[config.mk]
export PLATFORM = sky130hd
export DESIGN_NAME = conbus_arb
export DESIGN_NICKNAME = d
export VERILOG_FILES = /design/src/rtl/conbus_arb_pkg.sv /design/src/rtl/conbus_wdt.sv /design/src/rtl/conbus_arb.sv
export SDC_FILE = /design/constraint.sdc
export NUM_CORES = 1
export LEC_CHECK = 0
export ABC_CLOCK_PERIOD_IN_PS = 4000
export CORE_AREA = 2 2 128 130
export DETAILED_ROUTE_END_ITERATION = 7
export DIE_AREA = 0 0 130 132
export GPL_ROUTABILITY_DRIVEN = 0
export PLACE_DENSITY_LB_ADDON = 0.12
export SYNTH_ARGS = -nofsm -noshare
export SYNTH_HDL_FRONTEND = slang
export SYNTH_SLANG_ARGS = --single-unit
[constraint.sdc]
create_clock -name clk -period 4 [get_ports clk]
set_input_delay 0.8 -clock clk [delete_from_list [all_inputs] [get_ports clk]]
set_output_delay 0.8 -clock clk [all_outputs]
set_load 0.02 [all_outputs]
[src/rtl/conbus_arb_pkg.sv]
// Shared definitions for the two-master conbus arbiter: state encoding,
// master identifiers, bus widths and the default watchdog limit.
package conbus_arb_pkg;

    typedef enum logic [1:0] {
        ST_IDLE = 2'd0,
        ST_G0   = 2'd1,
        ST_G1   = 2'd2
    } arb_state_e;

    typedef enum logic {
        MST_0 = 1'b0,
        MST_1 = 1'b1
    } master_e;

    localparam int TIMEOUT_DEFAULT = 255;
    localparam int DAT_W           = 32;
    localparam int SEL_W           = 4;
    localparam int CNT_W           = 8;

    // Round-robin pick from IDLE: a lone requester wins, a tie goes to
    // whichever master was not served last.
    function automatic arb_state_e pick_grant(input logic    c0,
                                              input logic    c1,
                                              input master_e last);
        arb_state_e res;
        res = ST_IDLE;
        if (c0 && (!c1 || last == MST_1)) begin
            res = ST_G0;
        end else if (c1) begin
            res = ST_G1;
        end
        return res;
    endfunction

endpackage

[src/rtl/conbus_wdt.sv]
// Ack watchdog: counts stalled strobe cycles, aborts at TIMEOUT-1, and keeps
// a saturating count of aborts. Abort output is combinational from the count.
module conbus_wdt
    import conbus_arb_pkg::*;
#(
    parameter int TIMEOUT = TIMEOUT_DEFAULT
) (
    input  logic             clk,
    input  logic             rst,
    input  logic             active_i,
    input  logic             stb_i,
    input  logic             ack_i,
    output logic             tmo_o,
    output logic [CNT_W-1:0] tmo_cnt_o
);

    localparam logic [CNT_W-1:0] LIMIT   = CNT_W'(TIMEOUT - 1);
    localparam logic [CNT_W-1:0] CNT_MAX = {CNT_W{1'b1}};

    logic [CNT_W-1:0] cnt_q, cnt_d;
    logic [CNT_W-1:0] abort_q, abort_d;
    logic             stall;

    assign stall = active_i && stb_i && !ack_i;

    // Ack in the limit cycle clears stall, so ack always beats the abort.
    always_comb begin
        tmo_o   = stall && (cnt_q == LIMIT);
        cnt_d   = cnt_q;
        abort_d = abort_q;
        if (!stall || tmo_o) begin
            cnt_d = '0;
        end else begin
            cnt_d = cnt_q + CNT_W'(1);
        end
        if (tmo_o && abort_q != CNT_MAX) begin
            abort_d = abort_q + CNT_W'(1);
        end
    end

    always_ff @(posedge clk or negedge rst) begin
        if (!rst) begin
            cnt_q   <= '0;
            abort_q <= '0;
        end else begin
            cnt_q   <= cnt_d;
            abort_q <= abort_d;
        end
    end

    assign tmo_cnt_o = abort_q;

endmodule

[src/rtl/conbus_arb.sv]
// Two-master (LM32 I/D) to one-slave Wishbone-style arbiter with round-robin
// grant, 1-cycle grant latency, and a strobe watchdog that aborts with err.
module conbus_arb
    import conbus_arb_pkg::*;
#(
    parameter int TIMEOUT = TIMEOUT_DEFAULT,
    parameter int ADR_W   = 32
) (
    input  logic             clk,
    input  logic             rst,
    input  logic [ADR_W-1:0] m0_adr_i,
    input  logic [DAT_W-1:0] m0_dat_i,
    output logic [DAT_W-1:0] m0_dat_o,
    input  logic [SEL_W-1:0] m0_sel_i,
    input  logic             m0_we_i,
    input  logic             m0_cyc_i,
    input  logic             m0_stb_i,
    output logic             m0_ack_o,
    output logic             m0_err_o,
    input  logic [ADR_W-1:0] m1_adr_i,
    input  logic [DAT_W-1:0] m1_dat_i,
    output logic [DAT_W-1:0] m1_dat_o,
    input  logic [SEL_W-1:0] m1_sel_i,
    input  logic             m1_we_i,
    input  logic             m1_cyc_i,
    input  logic             m1_stb_i,
    output logic             m1_ack_o,
    output logic             m1_err_o,
    output logic [ADR_W-1:0] s_adr_o,
    output logic [DAT_W-1:0] s_dat_o,
    output logic [SEL_W-1:0] s_sel_o,
    output logic             s_we_o,
    output logic             s_cyc_o,
    output logic             s_stb_o,
    input  logic [DAT_W-1:0] s_dat_i,
    input  logic             s_ack_i,
    output logic [1:0]       gnt_o,
    output logic [CNT_W-1:0] tmo_cnt_o
);

    arb_state_e state_q;
    master_e    last_q;
    logic       gnt0, gnt1;
    logic       g_stb;
    logic       tmo;

    // A grant is held until its owner drops cyc; IDLE always sits between
    // two grants so the slave sees a clean cycle boundary.
    always_ff @(posedge clk or negedge rst) begin
        if (!rst) begin
            state_q <= ST_IDLE;
            last_q  <= MST_1;
        end else begin
            case (state_q)
                ST_IDLE: begin
                    state_q <= pick_grant(m0_cyc_i, m1_cyc_i, last_q);
                    if (pick_grant(m0_cyc_i, m1_cyc_i, last_q) == ST_G0) begin
                        last_q <= MST_0;
                    end else if (pick_grant(m0_cyc_i, m1_cyc_i, last_q) == ST_G1) begin
                        last_q <= MST_1;
                    end
                end
                ST_G0: begin
                    if (!m0_cyc_i) begin
                        state_q <= ST_IDLE;
                    end
                end
                ST_G1: begin
                    if (!m1_cyc_i) begin
                        state_q <= ST_IDLE;
                    end
                end
                default: state_q <= ST_IDLE;
            endcase
        end
    end

    assign gnt0  = (state_q == ST_G0);
    assign gnt1  = (state_q == ST_G1);
    assign gnt_o = {gnt1, gnt0};

    always_comb begin
        s_adr_o = '0;
        s_dat_o = '0;
        s_sel_o = '0;
        s_we_o  = 1'b0;
        s_cyc_o = 1'b0;
        g_stb   = 1'b0;
        if (gnt0) begin
            s_adr_o = m0_adr_i;
            s_dat_o = m0_dat_i;
            s_sel_o = m0_sel_i;
            s_we_o  = m0_we_i;
            s_cyc_o = m0_cyc_i;
            g_stb   = m0_stb_i && m0_cyc_i;
        end else if (gnt1) begin
            s_adr_o = m1_adr_i;
            s_dat_o = m1_dat_i;
            s_sel_o = m1_sel_i;
            s_we_o  = m1_we_i;
            s_cyc_o = m1_cyc_i;
            g_stb   = m1_stb_i && m1_cyc_i;
        end
    end

    // Strobe is qualified by cyc so a master that walks away mid-wait just
    // clears the watchdog instead of tripping it.
    conbus_wdt #(
        .TIMEOUT (TIMEOUT)
    ) u_wdt (
        .clk       (clk),
        .rst       (rst),
        .active_i  (gnt0 || gnt1),
        .stb_i     (g_stb),
        .ack_i     (s_ack_i),
        .tmo_o     (tmo),
        .tmo_cnt_o (tmo_cnt_o)
    );

    assign s_stb_o  = g_stb && !tmo;
    assign m0_ack_o = gnt0 && s_ack_i;
    assign m1_ack_o = gnt1 && s_ack_i;
    assign m0_err_o = gnt0 && tmo;
    assign m1_err_o = gnt1 && tmo;
    assign m0_dat_o = s_dat_i;
    assign m1_dat_o = s_dat_i;

endmodule

### After elaboration in Yosys (flattened, before gate mapping)

Index checks and enable logic that the tools add are counted.

| storage, ports and cells | value |
|---|---|
| bits in registers | 19 |
| bits of input ports | 177 |
| word-level logic and storage cells | 60 |

| cells by class | value |
|---|---|
| add/subtract/negate cells | 2 |
| equality and inequality tests | 8 |
| multiplexer cells | 23 |
| reduce and logical (&&, ||, !) cells | 23 |

Operator list:

| kind | count |
|---|---|
| 2-to-1 mux 32 bit | 4 |
| adder 8 x 1 -> 8 bit, second input constant | 2 |
| 2-to-1 mux 2 bit | 7 |
| logical AND 1 bit | 12 |
| == test 8 bit, second input constant | 1 |
| 2-to-1 mux 1 bit | 8 |
| 2-to-1 mux 4 bit | 2 |
| 2-to-1 mux 8 bit | 1 |
| inequality test 8 bit, second input constant | 1 |
| one-hot mux 2 bit (3 select lines) | 1 |
| == test 2 x 1 -> 1 bit, second input constant | 2 |
| == test 2 bit, second input constant | 2 |
| logical NOT 1 bit | 4 |
| inequality test 2 bit, second input constant | 2 |
| AND reduction 2 bit | 2 |
| logical OR 1 bit | 3 |
| logical NOT 2 bit | 1 |
| nonzero test 2 bit | 1 |

### Longest topological paths before layout

Gate-level depths: netlist of the first run.

| logic depth | value |
|---|---|
| word-level depth | 11 |
| gate-level depth with buffers | 7 |
| depth with buffers taken out | 6 |

### Modules after synthesis

From an unflattened synthesis of the first run, not the netlist that was laid out.

| unflattened totals | value |
|---|---|
| cells, all modules | 392 |
| area, all modules | 2538.7 um2 |

By module, submodules not included:

| module | times used | cells each | area an instance (um2) | sequential area each (um2) |
|---|---|---|---|---|
| conbus_arb | 1 | 318 | 1727.9 | 76.3 |
| conbus_wdt | 1 | 74 | 810.8 | 400.4 |

### Worst setup path before layout of the first run

Ideal clock, no wire load.

| path | value |
|---|---|
| path type | reg-to-output |
| start | register state_q[0] |
| end | output port s_adr_o[21] |
| arrival time | 1.723 ns |
| data required time | 3.200 ns |
| path slack | 1.477 ns |
| cell stages (with the launch flop) | 8 |
| buffers on the path | 3 |
| path through | dfrtp_1 -> inv_1 -> ha_1 -> nor2b_1 -> clkbuf_1 -> buf_2 -> buf_1 -> a22o_1 |

| on the way | value |
|---|---|
| cells in the longest elaborated chain, start to end | 3 |
| elaborated cells on any way between the ends | 4 |
| classes of those cells | eq/ne: 2; mux: 2 |

Ends and longest elaborated chain:

| item | line | source |
|---|---|---|
| from (decl) | conbus_arb.sv:41 | `arb_state_e state_q;` |
| from (signal assigned) | conbus_arb.sv:56 | `state_q <= pick_grant(m0_cyc_i, m1_cyc_i, last_q);` |
| == test 2 bit | conbus_arb.sv:79 | `assign gnt1 = (state_q == ST_G1);` |
| named net gnt1 | conbus_arb.sv:43 | `logic gnt0, gnt1;` |
| 2-to-1 mux 32 bit | conbus_arb.sv:96 | `end else if (gnt1) begin` |
| 2-to-1 mux 32 bit | conbus_arb.sv:89 | `if (gnt0) begin` |
| to (decl) | conbus_arb.sv:29 | `output logic [ADR_W-1:0] s_adr_o,` |

The timed path passes the listed nets, and every way through them passes these cells.

### Worst setup path in the final report of the first run

| path | value |
|---|---|
| start | register state_q[0] |
| end | output port s_dat_o[18] |

| on the way | value |
|---|---|
| cells in the longest elaborated chain, start to end | 3 |
| elaborated cells on any way between the ends | 4 |
| classes of those cells | eq/ne: 2; mux: 2 |

Ends and longest elaborated chain:

| item | line | source |
|---|---|---|
| == test 2 bit | conbus_arb.sv:79 |  |
| 2-to-1 mux 32 bit | conbus_arb.sv:96 |  |
| 2-to-1 mux 32 bit (*) | conbus_arb.sv:89 |  |
| to (decl) | conbus_arb.sv:30 | `output logic [DAT_W-1:0] s_dat_o,` |

Every way passes the cells marked *; elsewhere a longest branch is shown, timed or not.

==> results of run 1 <==
-- metal layers --
metal	wire length, um	vias to the layer above
met1	4100	1108
met2	5760	139
met5	0	-
li1	-	1205
met3	865	4
met4	31	0
-- report_power, final --
part           switching, W  internal, W  leakage [nW]  total [W]
clock             0.0000756     0.000134        0.0409   0.000210
combinational      0.000963     0.000911          1.35    0.00187
sequential       0.00000975     0.000211         0.260   0.000221
-- registers in the layout, indices dropped and copies added, names as in the netlist --
signal and count:
u_wdt.cnt_q 8, u_wdt.tmo_cnt_o 8, state_q 2, last_q 1
-- path summary, 6_finish.rpt --
check | start | to
setup / recovery | state_q[0] | s_dat_o[18]
hold / removal | u_wdt.cnt_q[0] | u_wdt.cnt_q[0]
setup reg to reg | state_q[0] | u_wdt.tmo_cnt_o[1]
hold reg to reg | u_wdt.cnt_q[0] | u_wdt.cnt_q[0]
max in group asynchronous | rst | u_wdt.tmo_cnt_o[5]
min in group asynchronous | rst | u_wdt.tmo_cnt_o[2]
-- cell usage after synthesis, drive strengths merged (2+ instances only) --
master / number / area share [%]
clkbuf: 13 / 2.2
and3: 3 / 0.84
ha: 6 / 3.4
xnor2: 9 / 3.5
inv: 5 / 0.84
dfrtp: 18 / 20
nand2: 12 / 2.1
nor2: 11 / 1.8
and2: 4 / 1.1
a21oi: 3 / 0.67
a22o: 69 / 27
xor2: 2 / 0.78
a31oi: 2 / 0.56
o21ai: 4 / 0.90
nor2b: 4 / 1.1
nand3: 9 / 2.0
a41oi: 2 / 0.78
buf: 69 / 23
nand4: 5 / 2.1
-- worst max-delay path, stage by stage, from the launching register on --
cell and delay [ns]:
dfrtp_1 0.38, inv_1 0.10, ha_1 0.18, nor2b_4 0.72
buf_4 0.39, a22o_1 0.21, clkdlybuf4s50_1 0.62
-- layout make-up --
type	count	area share (%)
inverters	5	0.429
flip-flops and latches	19	10.9
multi-input cells	154	27.3
well taps	216	6.18
clock inverters	1	0.114
clock buffers	3	1.72
repair buffers	235	53.4
-- placed cells by master (no fill, tap or decap), types with 2 or more instances in the layout --
master             n
clkbuf_16          3
a21oi_1            3
dfrtp_1           18
nor2b_1            3
a22o_1            69
a31oi_1            2
inv_1              5
and2_1             4
nand4_1            4
clkdlybuf4s50_1  229
ha_1               5
o21ai_0            4
nand2_1           11
nand3_1            9
a41oi_1            2
xnor2_1            9
xor2_1             2
buf_4              6
nor2_1            11
and3_1             3
-- cells by family after synthesis --
group | count (synthesis)
AO/OA/AOI/OAI | 83
AND/OR/NAND/NOR | 53
XOR/XNOR | 11
multiplexers | 1
adder cells (fa/ha/maj) | 6
buffers and inverters | 87
flip-flops | 19
-- metrics by stage --
stage                     power [W]  std cells  util, %
after floorplan             0.00128        260        -
after global placement      0.00214        629     27.3
after detailed placement    0.00213        629     27.3
after CTS                   0.00235        633     27.8
after global routing        0.00244        633     27.8
final                       0.00230        633     27.8
==> qor.txt, run 1 <==
Max-slew violations = 0
Avg Inst Size Synth = 8.59 um^2
Post-Synthesis Cells = 260
Crit path DAT = 2.85 ns
CTS tree = done
Row Count = 46
M3 GR Usage = 3.53%
First-pass GRT wire length = 15.7 mm
H-tree Lvls = 1
Yosys warns = 0
Largest family of logic cells by synthesized area = compound AO/OA/AOI/OAI gates
Core ar. = 15700 um^2
Final wirelength = 10.8 mm
Max-cap violations = 0
Register Area = 477 um^2
Flop-to-flop setup slack = 1.88 ns
R2R cell count = 8
Detailed-route via count = 2456
VDD IR max = 236 uV
Gr usage total = 11.7%
Fin nets = 601
DP Wirelength = 9.08 mm
Total grt overflow = 0
Hold Path Depth = 1
Setup TNS = 0 ns
Run status = complete, no violations
Hold_ws = 0.503 ns
Syn_nets = 443
Post-Syn Area = 2230 um^2
Setup ws final = 0.346 ns
Multi-input gate area = 1190 um^2
Pre-antenna DRT Iters = 4
CP startpoint kind = register
Critical path peak fanout = 36
Layout cell share with drive strength beyond 1 = 4.08%
Layout area overhead = 95.8%
Fmax = 0.274 GHz
Part of the Yosys area used for sequential elements = 21.3%
Mux share of post-synthesis cell area = 0.672%
GR Layer Usage met1 = 13.5%
Fin. Hold Viols = 0
Leakage = 1.65 nW
Cts hold-fix bufs = 0
Placed instance area = 4300 um^2
I/O pins = 326
Pin count of the biggest net entering global routing = 73
Fillers = 1646
Worst slack, placed = 0.310 ns
Clock skew = 0.00445 ns
RSZ-0062 raised after global routing = no
Seq cells post-synth = 19
Final setup fails = 0
WL/cell = 17.0 um
Crit Path Category = register to primary output
Global route hottest layer = met2
Adder-cell share of the synthesized area = 3.36%
Drt drc = 0
PD cells = 527 nW/um^2
Final antenna-violating net count = 0
Worst Setup End Kind = primary output
Total CTS buffers = 3
Hold Crit Class = register to register
Die area = 17200 um^2
Post-Synth Simple-Gate Area = 12.7%
Slew Limit Headroom = 38.4%
Skew-Pair Late Insertion Delay = 0.25 ns
Drt initial violations = 130
Worst Path Required = 3.20 ns
Vias in the first global route = 2570
Distinct cells, synth = 33
Starting Density = 14.2%
DIE HEIGHT = 132 um
Chip width = 130 um
Buffer count from post-CTS setup fixing = 0
DR vias/cell = 3.88
Root buffer cell = clkbuf_16
Initial antenna violation count = 0
Fin crit share = 91.4%
Met2 Usage GRT = 21.9%
Fraction of registers with async set/reset = 100%
# diodes = 0
Cts repair resizes = 0
Post-Synth XOR/XNOR Area = 4.31%
Min cycle time layout = 3.65 ns
Complex-gate fraction of the synthesized area = 31.9%
Port buffer count = 229
Most used DFF post-synth = dfrtp_1
Clock transition at path regs = 0.06 ns
Final Instance Area = 4380 um^2
Sink Count = 19
Post-synth EDFFs = 0
Deepest clock path buffer count = 2
Tightest Pin Transition = 0.922 ns
No activity file was read; power rests on OpenSTA's default activity.
==> run 2, diff against run 1 <==
==> constraint.sdc (replaced) <==
create_clock -name clk -period 4 [get_ports clk]
set_input_delay 1 -clock clk [delete_from_list [all_inputs] [get_ports clk]]
set_output_delay 1 -clock clk [all_outputs]
set_load 0.02 [all_outputs]
==> run 2 against run 1 <==
Design area increased by 0.51%. Maximum frequency is 6.0% lower. Sequential share of layout area fell by 0.056 points. Via count rose by 3.1%. Critical path type is now input pin to primary output. Critical endpoint is now m1_err_o. Largest cell class unchanged. Highest routed layer unchanged.
==> qor.txt, run 2 (synthesized netlist as in run 1, its figures left out) <==
DR vias/cell = 3.99
# diodes = 0
Hold Crit Class = register to register
Hold_ws = 0.497 ns
Pin count of the biggest net entering global routing = 73
Critical R2R Capture = u_wdt.tmo_cnt_o[1]
Starting Density = 14.2%
I/O pins = 326
CP Buf/Inv Count = 3
Crit. Startpoint = m1_cyc_i
Clock transition at path regs = 0.06 ns
Die area = 17200 um^2
Commonest non-fill, non-tap cell in the layout = clkdlybuf4s50_1
Slowest stage delay, CP = 0.60 ns
Skew-Pair Late Insertion Delay = 0.25 ns
Detailed-route via count = 2533
Drt initial violations = 145
Cts hold-fix bufs = 0
Port buffer count = 229
Crit path cell chain = clkdlybuf4s50_1 > nand4b_1 > buf_4 > a211oi_2 > and3_1 > clkdlybuf4s50_1
PD cells = 530 nW/um^2
Final wirelength = 11.1 mm
Crit path max-delay family = buffers and inverters
Layout area overhead = 96.8%
Max-cap violations = 0
DIE HEIGHT = 132 um
Worst path slowest cell = clkdlybuf4s50_1
Drt drc = 0
CP startpoint kind = input pin
Vias in the first global route = 2608
Pre-antenna DRT Iters = 4
Tightest Pin Transition = 0.943 ns
Slew Limit Headroom = 36.8%
Critical path peak fanout = 4
Leakage = 1.67 nW
Crit Path Category = input pin to primary output
DP Wirelength = 9.14 mm
Commonest non-fill, non-tap cells in the layout = 228 x clkdlybuf4s50_1, 69 x a22o_1, 18 x dfrtp_1
Fmax = 0.257 GHz
Root buffer cell = clkbuf_16
Total CTS buffers = 3
Gr usage total = 12.1%
Fin nets = 603
Initial antenna violation count = 0
Flop-to-flop setup slack = 1.79 ns
VDD IR max = 255 uV
R2R cell count = 9
Min cycle time layout = 3.89 ns
H-tree Lvls = 1
Fin. Hold Viols = 0
Placed instance area = 4300 um^2
Worst path depth = 6
Worst Path Required = 3.00 ns
Final Instance Area = 4400 um^2
Max-slew violations = 0
Crit path DAT = 2.89 ns
Cell repeated most along the worst path = clkdlybuf4s50_1
Core ar. = 15700 um^2
Layout cell share with drive strength beyond 1 = 4.53%
Chip width = 130 um
Run status = complete, no violations
Total grt overflow = 0
Sink Count = 19
Worst Setup End Kind = primary output
Setup crit end = m1_err_o
WL/cell = 17.4 um
Worst r2r src = state_q[0]
Fin crit share = 97.2%
RSZ-0062 raised after global routing = no
Row Count = 46
Final setup fails = 0
CTS tree = done
Buffer count from post-CTS setup fixing = 0
Deepest clock path buffer count = 2
Clock skew = 0.00269 ns
First-pass GRT wire length = 16.0 mm
Final antenna-violating net count = 0
-- run 2: worst min path at each step --
stage | startpoint | to | slack [ns] | depth (start not counted)
after global placement | last_q | last_q | 0.49 | 2
final | last_q | last_q | 0.50 | 2
after global routing | last_q | last_q | 0.53 | 2
after detailed placement | last_q | last_q | 0.49 | 2
after CTS | last_q | last_q | 0.50 | 2
after floorplan | last_q | last_q | 0.47 | 2
-- run 2: power by group --
group / internal, W / switching (W) / total, W
Combinational: 0.000919 / 0.000981 / 0.00190
Clock: 0.000136 / 0.0000741 / 0.000210
Sequential: 0.000211 / 0.0000109 / 0.000222
Total: 0.00127 / 0.00107 / 0.00233
-- run 2: per-layer routing --
metal | GRT usage (%) | share of wire, % | up-vias
met3 | 3.04 | 6.6 | 6
met5 | 0 | 0 | -
met4 | 1.49 | 0.49 | 0
met2 | 22.4 | 53 | 136
li1 | - | - | 1211
met1 | 14.3 | 39 | 1180
-- run 2: tightest hold or removal path, stage by stage, from the launching register on --
cell     delay (ns)
dfstp_2        0.38
nand2_1        0.05
o21ai_0        0.07
-- run 2: repair_timing --
item                       in CTS  in global routing
pin swaps                       0                  0
gates cloned                    1                  0
setup endpoints to repair      12                  1
resized for setup               1                  1
-- run 2: final cells by class --
cell class | instances | area [um^2]
Sequential cell | 19 | 477
Timing Repair Buffer | 236 | 2350
Tap cell | 216 | 270
Inverter | 5 | 18.8
Clock buffer | 4 | 78.8
Fill cell | 1653 | 11300
Multi-Input combinational cell | 155 | 1210
-- run 2: stage by stage --
stage	setup WS [ns]	power, W	cells	setup TNS (ns)	util, %
global route	0.0122	0.00247	635	0	28.0
global placement	-0.0790	0.00214	630	-0.149	27.4
finish	0.111	0.00233	635	0	28.0
detailed placement	-0.0475	0.00215	630	-0.0863	27.4
CTS	0.0640	0.00239	635	0	28.0
floorplan	1.10	0.00128	260	0	-
==> run 3, diff against run 2 <==
--- a/config.mk
+++ b/config.mk
@@ -6,6 +6,7 @@
 export NUM_CORES = 1
 export LEC_CHECK = 0
 export ABC_CLOCK_PERIOD_IN_PS = 4000
+export CAP_MARGIN = 30
 export CORE_AREA = 2 2 128 130
 export DETAILED_ROUTE_END_ITERATION = 7
 export DIE_AREA = 0 0 130 132
==> run 3 against run 2 <==
First-iteration DRC count down 21%. Setup slack worse by 0.026 ns. Power about the same. Final cell count unchanged. Non-clock buffer count up 1. Register-to-register slack better by 0.10 ns. Combinational power about the same. Worst hold slack worse by 0.0040 ns. Utilization up 0.072 points. Sequential cell count unchanged. Critical endpoint unchanged.
==> qor.txt, run 3 (synthesized netlist as in run 1, its figures left out) <==
Run status = complete, no violations
Clock transition at path regs = 0.06 ns
Hold_ws = 0.493 ns
Worst Path Required = 3.00 ns
Pin count of the biggest net entering global routing = 73
Layout area overhead = 97.3%
Deepest clock path buffer count = 2
Chip width = 130 um
Gr usage total = 11.7%
CP startpoint kind = input pin
Fin nets = 603
DIE HEIGHT = 132 um
Buffer count from post-CTS setup fixing = 0
Placed instance area = 4320 um^2
Final setup fails = 0
Worst path slowest cell = clkdlybuf4s50_1
Hold Crit Class = register to register
Sink Count = 19
Die area = 17200 um^2
Cts hold-fix bufs = 0
Layout Cells excl Fill = 635
Crit Path Category = input pin to primary output
Clock skew = 0.00383 ns
GR Layer Usage met1 = 13.6%
Row Count = 46
Worst r2r src = state_q[1]
PD cells = 529 nW/um^2
Starting Density = 14.2%
Final antenna-violating net count = 0
Commonest non-fill, non-tap cells in the layout = 228 x clkdlybuf4s50_1, 69 x a22o_1, 18 x dfrtp_1
Port buffer count = 229
VDD IR max = 257 uV
Leakage = 1.68 nW
CTS tree = done
First-pass GRT wire length = 15.5 mm
Critical path peak fanout = 4
Crit path cell chain = clkdlybuf4s50_1 > nand4b_1 > buf_4 > a211oi_2 > and3_1 > clkdlybuf4s50_1
Crit. Startpoint = m1_cyc_i
Worst Setup End Kind = primary output
I/O pins = 326
Vias in the first global route = 2490
R2R cell count = 8
Cts repair resizes = 1
Cell repeated most along the worst path = clkdlybuf4s50_1
Pre-antenna DRT Iters = 4
Detailed-route via count = 2506
Fin. Hold Viols = 0
Tightest Pin Transition = 0.912 ns
Fmax = 0.255 GHz
# diodes = 0
WL/cell = 17.0 um
Final wirelength = 10.8 mm
Total CTS buffers = 3
Flop-to-flop setup slack = 1.89 ns
Root buffer cell = clkbuf_16
Fin crit share = 97.9%
Total grt overflow = 0
Final Instance Area = 4410 um^2
Commonest non-fill, non-tap cell in the layout = clkdlybuf4s50_1
Global route hottest layer = met2
M3 GR Usage = 3.45%
RSZ-0062 raised after global routing = yes
Placed Cells = 631
Setup TNS = 0 ns
Setup crit end = m1_err_o
DR vias/cell = 3.95
Slew Limit Headroom = 39.0%
Layout cell share with drive strength beyond 1 = 4.53%
Drt initial violations = 114
Skew-Pair Late Insertion Delay = 0.25 ns
Min cycle time layout = 3.91 ns
Core ar. = 15700 um^2
Crit path DAT = 2.91 ns
Max-cap violations = 0
Drt drc = 0
Initial antenna violation count = 0
Max-slew violations = 0
H-tree Lvls = 1
DP Wirelength = 9.21 mm
Critical R2R Capture = u_wdt.tmo_cnt_o[1]
Slowest stage delay, CP = 0.60 ns
Met2 Usage GRT = 21.6%
==> run 3: cell types whose count changed in the layout (fill, tap and decap cells not counted), sizes merged <==
| cell | change |
|---|---|
| nor2b | -1 |
| buf | +1 |
==> run 3: report_power, final <==
| part | internal [W] | switching [W] |
|---|---|---|
| clock | 0.000136 | 0.0000730 |
| sequential | 0.000211 | 0.00000999 |
| combinational | 0.000930 | 0.000971 |
==> run 3: metrics by stage <==
step	utilization [%]	power, W	worst slack, ns
2_1_floorplan	-	0.00128	1.10
3_3_place_gp	27.4	0.00214	-0.0790
3_5_place_dp	27.5	0.00217	-0.0179
4_1_cts	28.0	0.00239	0.0800
5_1_grt	28.1	0.00246	-0.00278
6_report	28.1	0.00233	0.0850
==> run 3: how the worst min path moves through the flow <==
| stage | from | end | slack [ns] | cells after the start |
|---|---|---|---|---|
| 3_3_place_gp | last_q | last_q | 0.49 | 2 |
| 6_report | last_q | last_q | 0.49 | 2 |
| 2_1_floorplan | last_q | last_q | 0.47 | 2 |
| 3_5_place_dp | last_q | last_q | 0.50 | 2 |
| 5_1_grt | last_q | last_q | 0.51 | 2 |
| 4_1_cts | last_q | last_q | 0.50 | 2 |
==> run 3: layer usage <==
metal / vias up / wire length, um
met5: - / 0
met4: 0 / 31
met3: 4 / 836
met2: 130 / 5780
met1: 1163 / 4180
li1: 1209 / -
==> run 3: worst max-delay path: cells and delay by family <==
kind / cells / cell delay [ns]
compound gates: 1 / 0.30
buf+inv: 3 / 1.29
simple gates: 2 / 0.32
==> run 3: cell type report <==
cell class,count,area [um^2]
clock buffer,4,78.8
sequential,19,477
tap,216,270
inverter,5,18.8
timing repair buffer,237,2370
multi-input combinational,154,1200
fill,1670,11300
